===== src/rtl/time_set_ctrl.sv =====
// -----------------------------------------------------------------------------
// time_set_ctrl
//
// Mode and enable sequencer for the century clock counter chain
// (seconds, minutes, hours, days, months, years).
//
//   RUN : tick_1hz and the counter rollover pulses become the counter enables.
//         This forms a purely combinational carry ripple.
//   SET : the chain is frozen. Debounced btn_inc presses, with hold-to-repeat,
//         are steered to exactly one selected field. btn_mode steps the
//         selection RUN -> MI -> H -> D -> MO -> Y -> RUN.
//
// Optional feature macro: SET_TIMEOUT_EN
//   When defined, SET mode exits to RUN after TIMEOUT_S ticks of 1 Hz with no
//   button activity. The exit is identical to a manual exit (clr_s pulses).
//
// Parameters
//   HOLD_CYC  : cycles from the first increment to the first auto-repeat
//   REP_CYC   : cycles between subsequent auto-repeats
//   TIMEOUT_S : seconds of inactivity before SET auto-exit (SET_TIMEOUT_EN only)
//
// Ports
//   clk, rst_n         : clock, asynchronous active-low reset
//   tick_1hz           : one-cycle pulse per second
//   btn_mode, btn_inc  : debounced button levels, synchronous to clk
//   pulse_s .. pulse_mo: combinational rollover pulses from the counters
//   en_s .. en_y       : counter enables
//   clr_s              : one-cycle seconds clear after leaving SET
//   sel_field          : 0 = RUN, 1 = MI, 2 = H, 3 = D, 4 = MO, 5 = Y
//   run                : high in RUN
//   blink              : display blanking phase for the selected field
// -----------------------------------------------------------------------------
module time_set_ctrl #(
    parameter int HOLD_CYC  = 25_000_000,
    parameter int REP_CYC   = 5_000_000,
    parameter int TIMEOUT_S = 30
) (
    input  logic       clk,
    input  logic       rst_n,
    input  logic       tick_1hz,
    input  logic       btn_mode,
    input  logic       btn_inc,
    input  logic       pulse_s,
    input  logic       pulse_mi,
    input  logic       pulse_h,
    input  logic       pulse_d,
    input  logic       pulse_mo,
    output logic       en_s,
    output logic       en_mi,
    output logic       en_h,
    output logic       en_d,
    output logic       en_mo,
    output logic       en_y,
    output logic       clr_s,
    output logic [2:0] sel_field,
    output logic       run,
    output logic       blink
);

    localparam int REP_MAX = (HOLD_CYC > REP_CYC) ? HOLD_CYC : REP_CYC;
    localparam int REP_W   = $clog2(REP_MAX) + 1;

    localparam logic [REP_W-1:0] HOLD_V = REP_W'(HOLD_CYC);
    localparam logic [REP_W-1:0] REP_V  = REP_W'(REP_CYC);

    typedef enum logic [2:0] {
        ST_RUN    = 3'd0,
        ST_SET_MI = 3'd1,
        ST_SET_H  = 3'd2,
        ST_SET_D  = 3'd3,
        ST_SET_MO = 3'd4,
        ST_SET_Y  = 3'd5
    } state_t;

    state_t           state_reg, state_next;
    logic             mode_prev_reg, inc_prev_reg;
    logic             inc_q_reg, inc_q_next;
    logic             clr_s_reg, clr_s_next;
    logic             blink_reg, blink_next;
    logic             rep_phase_reg, rep_phase_next;
    logic [REP_W-1:0] rep_cnt_reg, rep_cnt_next;
    logic             mode_edge, inc_edge, in_set, timeout_hit;

    assign mode_edge = btn_mode & ~mode_prev_reg;
    assign inc_edge  = btn_inc & ~inc_prev_reg;
    assign in_set    = (state_reg != ST_RUN);

    // -------------------------------------------------------------------------
    // Inactivity timeout
    // -------------------------------------------------------------------------
`ifdef SET_TIMEOUT_EN
    localparam int TO_W = $clog2(TIMEOUT_S) + 1;
    localparam logic [TO_W-1:0] TO_LAST = TO_W'(TIMEOUT_S - 1);

    logic [TO_W-1:0] to_cnt_reg, to_cnt_next;

    // The tick that would bring the count up to TIMEOUT_S triggers the exit.
    // The counter therefore never needs to hold TIMEOUT_S itself.
    always_comb begin
        to_cnt_next = to_cnt_reg;
        timeout_hit = 1'b0;
        if (!in_set || mode_edge || inc_edge || inc_q_reg) begin
            to_cnt_next = '0;
        end else if (tick_1hz) begin
            if (to_cnt_reg == TO_LAST) begin
                timeout_hit = 1'b1;
                to_cnt_next = '0;
            end else begin
                to_cnt_next = to_cnt_reg + 1'b1;
            end
        end
    end

    always_ff @(posedge clk or negedge rst_n) begin
        if (!rst_n) begin
            to_cnt_reg <= '0;
        end else begin
            to_cnt_reg <= to_cnt_next;
        end
    end
`else
    assign timeout_hit = 1'b0;
`endif

    // -------------------------------------------------------------------------
    // Next-state, increment/repeat, blink and clear logic
    // -------------------------------------------------------------------------
    always_comb begin
        state_next     = state_reg;
        inc_q_next     = 1'b0;
        rep_cnt_next   = rep_cnt_reg;
        rep_phase_next = rep_phase_reg;
        blink_next     = blink_reg;
        clr_s_next     = 1'b0;

        if (mode_edge) begin
            case (state_reg)
                ST_RUN:    state_next = ST_SET_MI;
                ST_SET_MI: state_next = ST_SET_H;
                ST_SET_H:  state_next = ST_SET_D;
                ST_SET_D:  state_next = ST_SET_MO;
                ST_SET_MO: state_next = ST_SET_Y;
                default:   state_next = ST_RUN;
            endcase
        end else if (timeout_hit) begin
            state_next = ST_RUN;
        end

        // The repeat counter is idle at 0. A fresh press loads 1, and a pulse
        // is issued when the count reaches HOLD_CYC for the first repeat or
        // REP_CYC for later repeats. A mode edge discards a coincident press.
        if (!in_set || mode_edge || !btn_inc) begin
            rep_cnt_next   = '0;
            rep_phase_next = 1'b0;
        end else if (inc_edge) begin
            inc_q_next     = 1'b1;
            rep_cnt_next   = REP_W'(1);
            rep_phase_next = 1'b0;
        end else if (rep_cnt_reg != '0) begin
            if (rep_cnt_reg == (rep_phase_reg ? REP_V : HOLD_V)) begin
                inc_q_next     = 1'b1;
                rep_cnt_next   = REP_W'(1);
                rep_phase_next = 1'b1;
            end else begin
                rep_cnt_next = rep_cnt_reg + 1'b1;
            end
        end

        if (state_next == ST_RUN) begin
            blink_next = 1'b0;
        end else if (in_set && tick_1hz) begin
            blink_next = ~blink_reg;
        end

        clr_s_next = in_set && (state_next == ST_RUN);
    end

    always_ff @(posedge clk or negedge rst_n) begin
        if (!rst_n) begin
            state_reg     <= ST_RUN;
            mode_prev_reg <= 1'b0;
            inc_prev_reg  <= 1'b0;
            inc_q_reg     <= 1'b0;
            clr_s_reg     <= 1'b0;
            blink_reg     <= 1'b0;
            rep_phase_reg <= 1'b0;
            rep_cnt_reg   <= '0;
        end else begin
            state_reg     <= state_next;
            mode_prev_reg <= btn_mode;
            inc_prev_reg  <= btn_inc;
            inc_q_reg     <= inc_q_next;
            clr_s_reg     <= clr_s_next;
            blink_reg     <= blink_next;
            rep_phase_reg <= rep_phase_next;
            rep_cnt_reg   <= rep_cnt_next;
        end
    end

    // -------------------------------------------------------------------------
    // Counter enables
    // -------------------------------------------------------------------------
    always_comb begin
        en_s  = 1'b0;
        en_mi = 1'b0;
        en_h  = 1'b0;
        en_d  = 1'b0;
        en_mo = 1'b0;
        en_y  = 1'b0;
        if (state_reg == ST_RUN) begin
            // The seconds clear must win over a tick arriving in the same cycle.
            en_s  = tick_1hz & ~clr_s_reg;
            en_mi = pulse_s;
            en_h  = pulse_mi;
            en_d  = pulse_h;
            en_mo = pulse_d;
            en_y  = pulse_mo;
        end else begin
            en_mi = inc_q_reg & (state_reg == ST_SET_MI);
            en_h  = inc_q_reg & (state_reg == ST_SET_H);
            en_d  = inc_q_reg & (state_reg == ST_SET_D);
            en_mo = inc_q_reg & (state_reg == ST_SET_MO);
            en_y  = inc_q_reg & (state_reg == ST_SET_Y);
        end
    end

    assign clr_s     = clr_s_reg;
    assign sel_field = state_reg;
    assign run       = (state_reg == ST_RUN);
    assign blink     = blink_reg;

endmodule


===== config.mk =====
export PLATFORM = sky130hd
export DESIGN_NAME = time_set_ctrl
export DESIGN_NICKNAME = d
export VERILOG_FILES = /design/src/rtl/time_set_ctrl.sv
export SDC_FILE = /design/constraint.sdc
export NUM_CORES = 1
export LEC_CHECK = 0
export BUFFER_PORTS_ARGS = -buffer_cell sky130_fd_sc_hd__buf_2
export CORE_MARGIN = 4
export CORE_UTILIZATION = 59
export CTS_BUF_LIST = sky130_fd_sc_hd__clkbuf_4
export DETAILED_ROUTE_END_ITERATION = 7
export PLACE_DENSITY = 0.8
export SLEW_MARGIN = 20
export SYNTH_ARGS = -nofsm -noshare
export SYNTH_HDL_FRONTEND = slang
export SYNTH_SLANG_ARGS = --single-unit
export TNS_END_PERCENT = 20

===== constraint.sdc =====
create_clock -name clk -period 2.6 [get_ports clk]
set_input_delay 0.52 -clock clk [delete_from_list [all_inputs] [get_ports clk]]
set_output_delay 0.52 -clock clk [all_outputs]
set_load 0.02 [all_outputs]

Word-level counts from Yosys, hierarchy flattened:

Index checks and enable logic that the tools add are counted.

* input port bits: 10
* word-level logic and storage cells: 64
* flip-flop bits (word level): 35
* output and inout bits: 12

* eq/ne operators: 6
* bitwise logic cells: 12
* add/subtract/negate cells: 1
* muxes and demuxes: 23
* reductions and logical operators: 14

Operators by type and width (count)
* $mux W26: 4
* $add A26 B1 Y26 const B: 1
* $eq A26 B25 Y1: 1
* $reduce_bool A26 Y1: 1
* $mux W25: 1
* $mux W1: 16
* $pmux W3 S5: 1
* $reduce_bool A3 Y1: 3
* $and A1 B1 Y1: 8
* $eq A3 B2 Y1 const B: 2
* $eq A3 B3 Y1 const B: 2
* $logic_not A3 Y1: 2
* $not A1 Y1: 4
* $eq A3 B1 Y1 const B: 1
* $mux W3: 1
* $logic_and A1 B1 Y1: 2
* $logic_not A1 Y1: 2
* $logic_or A1 B1 Y1: 2
* $reduce_and A2 Y1: 1
* $reduce_bool A2 Y1: 1

Longest topological paths before layout:

* word-level depth: 6
* depth in mapped cells: 7
* mapped depth without buffers: 6

Least setup slack after synthesis:

OpenSTA, ideal clock, no wires.

* path type: register to register
* start point: reg rep_cnt_reg[0]
* end point: reg inc_q_reg
* arrival: 1.839 ns
* setup slack: 0.655 ns
* period minus slack after synthesis: 1.945 ns
* path buffers: 0
* required time: 2.493 ns
* library setup time: 0.107 ns
* stages on the path, launching flop included: 7
* cell sequence: dfrtp_1 -> inv_1 -> ha_1 -> nor4b_4 -> nand3_2 -> or4_4 -> a2111oi_4

* word-level cells in the longest chain between the ends: 5
* elaborated cells between the ends (all ways): 6
* those cells by class: 1 x eq/ne; 4 x mux; 1 x reduce/logical

Ends and longest elaborated chain
* from (decl): RTL line 81 `logic [REP_W-1:0] rep_cnt_reg, rep_cnt_next;`
* from (signal assigned): RTL line 196 `rep_cnt_reg <= rep_cnt_next;`
* $eq A26 B25 Y1: RTL line 160 `if (rep_cnt_reg == (rep_phase_reg ? REP_V : HOLD_V)) begin`
* $mux W1: RTL line 160
* $mux W1 *: RTL line 159 `end else if (rep_cnt_reg != '0) begin`
* $mux W1 *: RTL line 155 `end else if (inc_edge) begin`
* $mux W1 *: RTL line 152 `if (!in_set || mode_edge || !btn_inc) begin`
* net inc_q_next: RTL line 77 `logic inc_q_reg, inc_q_next;`
* to (signal assigned): RTL line 192 `inc_q_reg <= inc_q_next;`
* to (decl): RTL line 77

The timed path passes the listed nets; every way through them passes the cells marked *.
A chain may end at the register's enable or synchronous reset.

Worst setup path after layout:

* start point: reg state_reg[2], in the netlist sel_field[2]
* end point: reg rep_cnt_reg[17]

* word-level cells in the longest chain between the ends: 5
* elaborated cells between the ends (all ways): 6
* those cells by class: 1 x mux; 5 x reduce/logical

Ends and longest elaborated chain
* from (decl): RTL line 75 `state_t state_reg, state_next;`
* from (signal assigned): RTL line 189 `state_reg <= state_next;`
* $reduce_bool A3 Y1 *: RTL line 86 `assign in_set = (state_reg != ST_RUN);`
* $logic_not A1 Y1 *: RTL line 152
* $logic_or A1 B1 Y1 * (2 in a row): RTL line 152
* $reduce_bool A3 Y1 (no line) or $mux W26 (tied branches)

Every way passes the cells marked *; elsewhere a longest branch is shown, timed or not.

==> impl_metrics.ini <==
[floorplanning]
core_mm2 = 0.00315
top_level_ports = 22
row_count = 20
start_util_pct = 63.3
die_area_mm2 = 0.00438
die_w_um = 66.2
die_y_um = 66.2

[synthesis]
synth-simple-area-share_pct = 28.0
yosysSeqAreaShare_pct = 43.9
synthXorXnorAreaFrac_pct = 4.83
ys.flop_type = dfrtp_1
ys_types = 45
synth_edf_count = 0
synthCells = 212
synth_area_mm2 = 0.00200
synth_top_family_by_area = simple AND/OR/NAND/NOR gates
synthMuxAreaShare_pct = 2.07
synthAdderAreaFrac_pct = 1.25
syn_nets = 224
synth_seq_cells = 35
async_flop_share_pct = 100
avgSynthCellArea_um2 = 9.41
yosysWarnings = 0
synth-compound-area-share_pct = 15.9

[sta]
fmax_mhz = 419
maxSlewHeadroom_pct = 41.8
maxSlewViolCount = 0
finalHoldViolCount = 0
setup_viol = 0
finalCritPeriodShare_pct = 91.8
rsz0062_at_grt = no
finalSetupTns_ns = 0
tightest_slew_ns = 0.865
hold_slack_ns = 0.241
finalClockSkew_ns = 0.00885
period_needed_ns = 2.39

[routing]
wl_met1_um = 1830
top_layer_used = met4
final_antenna_net_count = 0
post-route-drc-count = 0
drtIter0Drc = 161
wl_per_cell_um = 15.7
wirelength_um = 4350
wl_met2_um = 2120
num_vias = 1745
vias_per_cell = 6.28
firstDrtPassIters = 4
wl_met3_um = 269

[min_path]
hp-class = input pin to asynchronous set/reset pin

[worst_setup_path]
slowest_delay_ns = 0.73
path_class = flop to flop
worst_path_max_delay_cell = nor4_1
crit_top_cell = inv_1
cp_max_fo = 13
cp-end-kind = flop
rrSetupSlack_ns = 0.21
path_cells = inv_1, nand2_1, inv_1, nor4_1, o41ai_4, buf_4, a21oi_1
reg2reg_depth = 7
reg2reg_from = sel_field[2]
worstSetupStartpointType = flop
cp.required_ns = 2.86
arrival_ns = 2.65
r2r_end = rep_cnt_reg[17]

[placed_design]
globalplace.congestion = 0.835
portBuffers = 21
placed_cell_area_mm2 = 0.00215
dp_hpwl_um = 3100

[final_layout]
fin_nets = 245
drive_above_1_share_pct = 17.9
largest_register_ffs = 26
final_cell_area_mm2 = 0.00220
area_delta_synth_final_pct = 10.3
antenna_cells = 0

[pwr]
p_leak_nw = 0.924
power_density_mw_per_mm2 = 629
vdd_drop_max_uv = 419

[global_route]
antenna_found_initial = 0
grt_usage_pct = 22.6
grt_start_max_net_pins = 36
grt_pass1_wl_um = 7530
grt-ovfl-total = 0
grt_pass1_vias = 1651

[clock_network]
cts_max_path_buffers = 2
ctsHtreeMaxLevel = 2
clkLatencyLatePin_ns = 0.34
cts_made_buffers = 5
cts_tree = done
cts.clk_slew.worst_paths_ns = 0.10
cts_root_buf = clkbuf_4
postCtsSetupBuffers = 0
postCtsHoldBufs = 0
cts_sinks = 35
ctsResizeCount = 0

[job]
drv_cap = 0

[outcome]
status = completed
cells by family (layout without fill, tap and decap cells):
kind of cell	count (synthesis)	count (layout)
xor gates and xnor gates	11	11
DFF	35	35
AOI/OAI and AO/OA	44	44
muxes	4	4
buffers and inverters	21	43
and+or+nand+nor	95	95
adders and majority gates	2	2
metal layers:
layer	track usage, %	vias to the layer above
li1	-	821
met1	28.1	848
met2	35.7	60
met3	6.46	16
met4	11.2	0
met5	0	-
synthesized netlist by cell type (2+ instances only):
cell      number  area, µm²
dfrtp_1       35        876
nor2_1        21       78.8
a21oi_1       18       90.1
nand2_1       13       48.8
inv_1         11       41.3
nand3_1        9       45.0
nand4_1        9       56.3
o21ai_0        9       45.0
clkbuf_1       8       30.0
nor3_1         6       30.0
or3_1          6       37.5
xor2_1         6       52.6
o31ai_1        5       37.5
or4_1          5       37.5
xnor2_1        5       43.8
and3_1         3       18.8
mux2i_1        3       30.0
nor4_1         3       18.8
a32o_1         2       20.0
and2_1         2       12.5
and4_1         2       17.5
buf_2          2       10.0
ha_1           2       25.0
nor2b_1        2       12.5
nor3b_1        2       15.0
nor4_2         2       25.0
nor4bb_1       2       20.0
o211a_1        2       20.0
through the flow:
step	instances	util, %	power, W	worst slack, ns
floorplan	212	-	0.000971	0.655
global placement	270	68.2	0.00109	0.451
detailed placement	270	68.2	0.00111	0.239
CTS	278	69.8	0.00140	0.207
global route	278	69.8	0.00148	0.0136
finish	278	69.8	0.00138	0.212
cells in the final DEF (no fill, tap or decap), types with 3 or more instances in the layout:
cell,count
a21oi_1,18
nor4_1,3
nor2_1,21
buf_4,3
nand3_1,9
nand4_1,9
buf_2,21
nand2_1,13
o21ai_0,9
dfrtp_1,35
xnor2_1,5
xor2_1,6
or4_1,5
clkbuf_4,6
inv_1,11
or3_1,6
nor3_1,6
mux2i_1,3
and3_1,3
o31ai_1,5
worst max-delay path: cells and delay by family, from the launching register on:
family / cells / cell delay (ns)
compound gates: 2 / 0.35
buf+inv: 3 / 0.49
flops: 1 / 0.58
simple gates: 2 / 0.88
cell type report:
type | instances | area, µm²
Sequential cell | 35 | 876
Clock buffer | 6 | 45.0
Multi-Input combinational cell | 156 | 1050
Timing Repair Buffer | 24 | 128
Tap cell | 44 | 55.1
Fill cell | 240 | 951
Clock inverter | 2 | 7.51
Inverter | 11 | 41.3
where the power goes:
part           leakage [nW]  switching (W)  internal, W
sequential            0.477      0.0000917     0.000583
combinational         0.417       0.000266     0.000159
clock                0.0307       0.000174     0.000110
worst max-delay path by stage:
stage	startpoint	to	slack, ns	cells after the start
after floorplan	rep_cnt_reg[0]	inc_q_reg	0.65	6
after global placement	sel_field[0]	rep_cnt_reg[13]	0.45	7
after detailed placement	sel_field[2]	rep_cnt_reg[17]	0.24	7
after CTS	sel_field[2]	rep_cnt_reg[17]	0.21	7
after global routing	sel_field[0]	rep_cnt_reg[17]	0.01	7
final	sel_field[2]	rep_cnt_reg[17]	0.21	7
No activity file was read; power rests on OpenSTA's default activity.
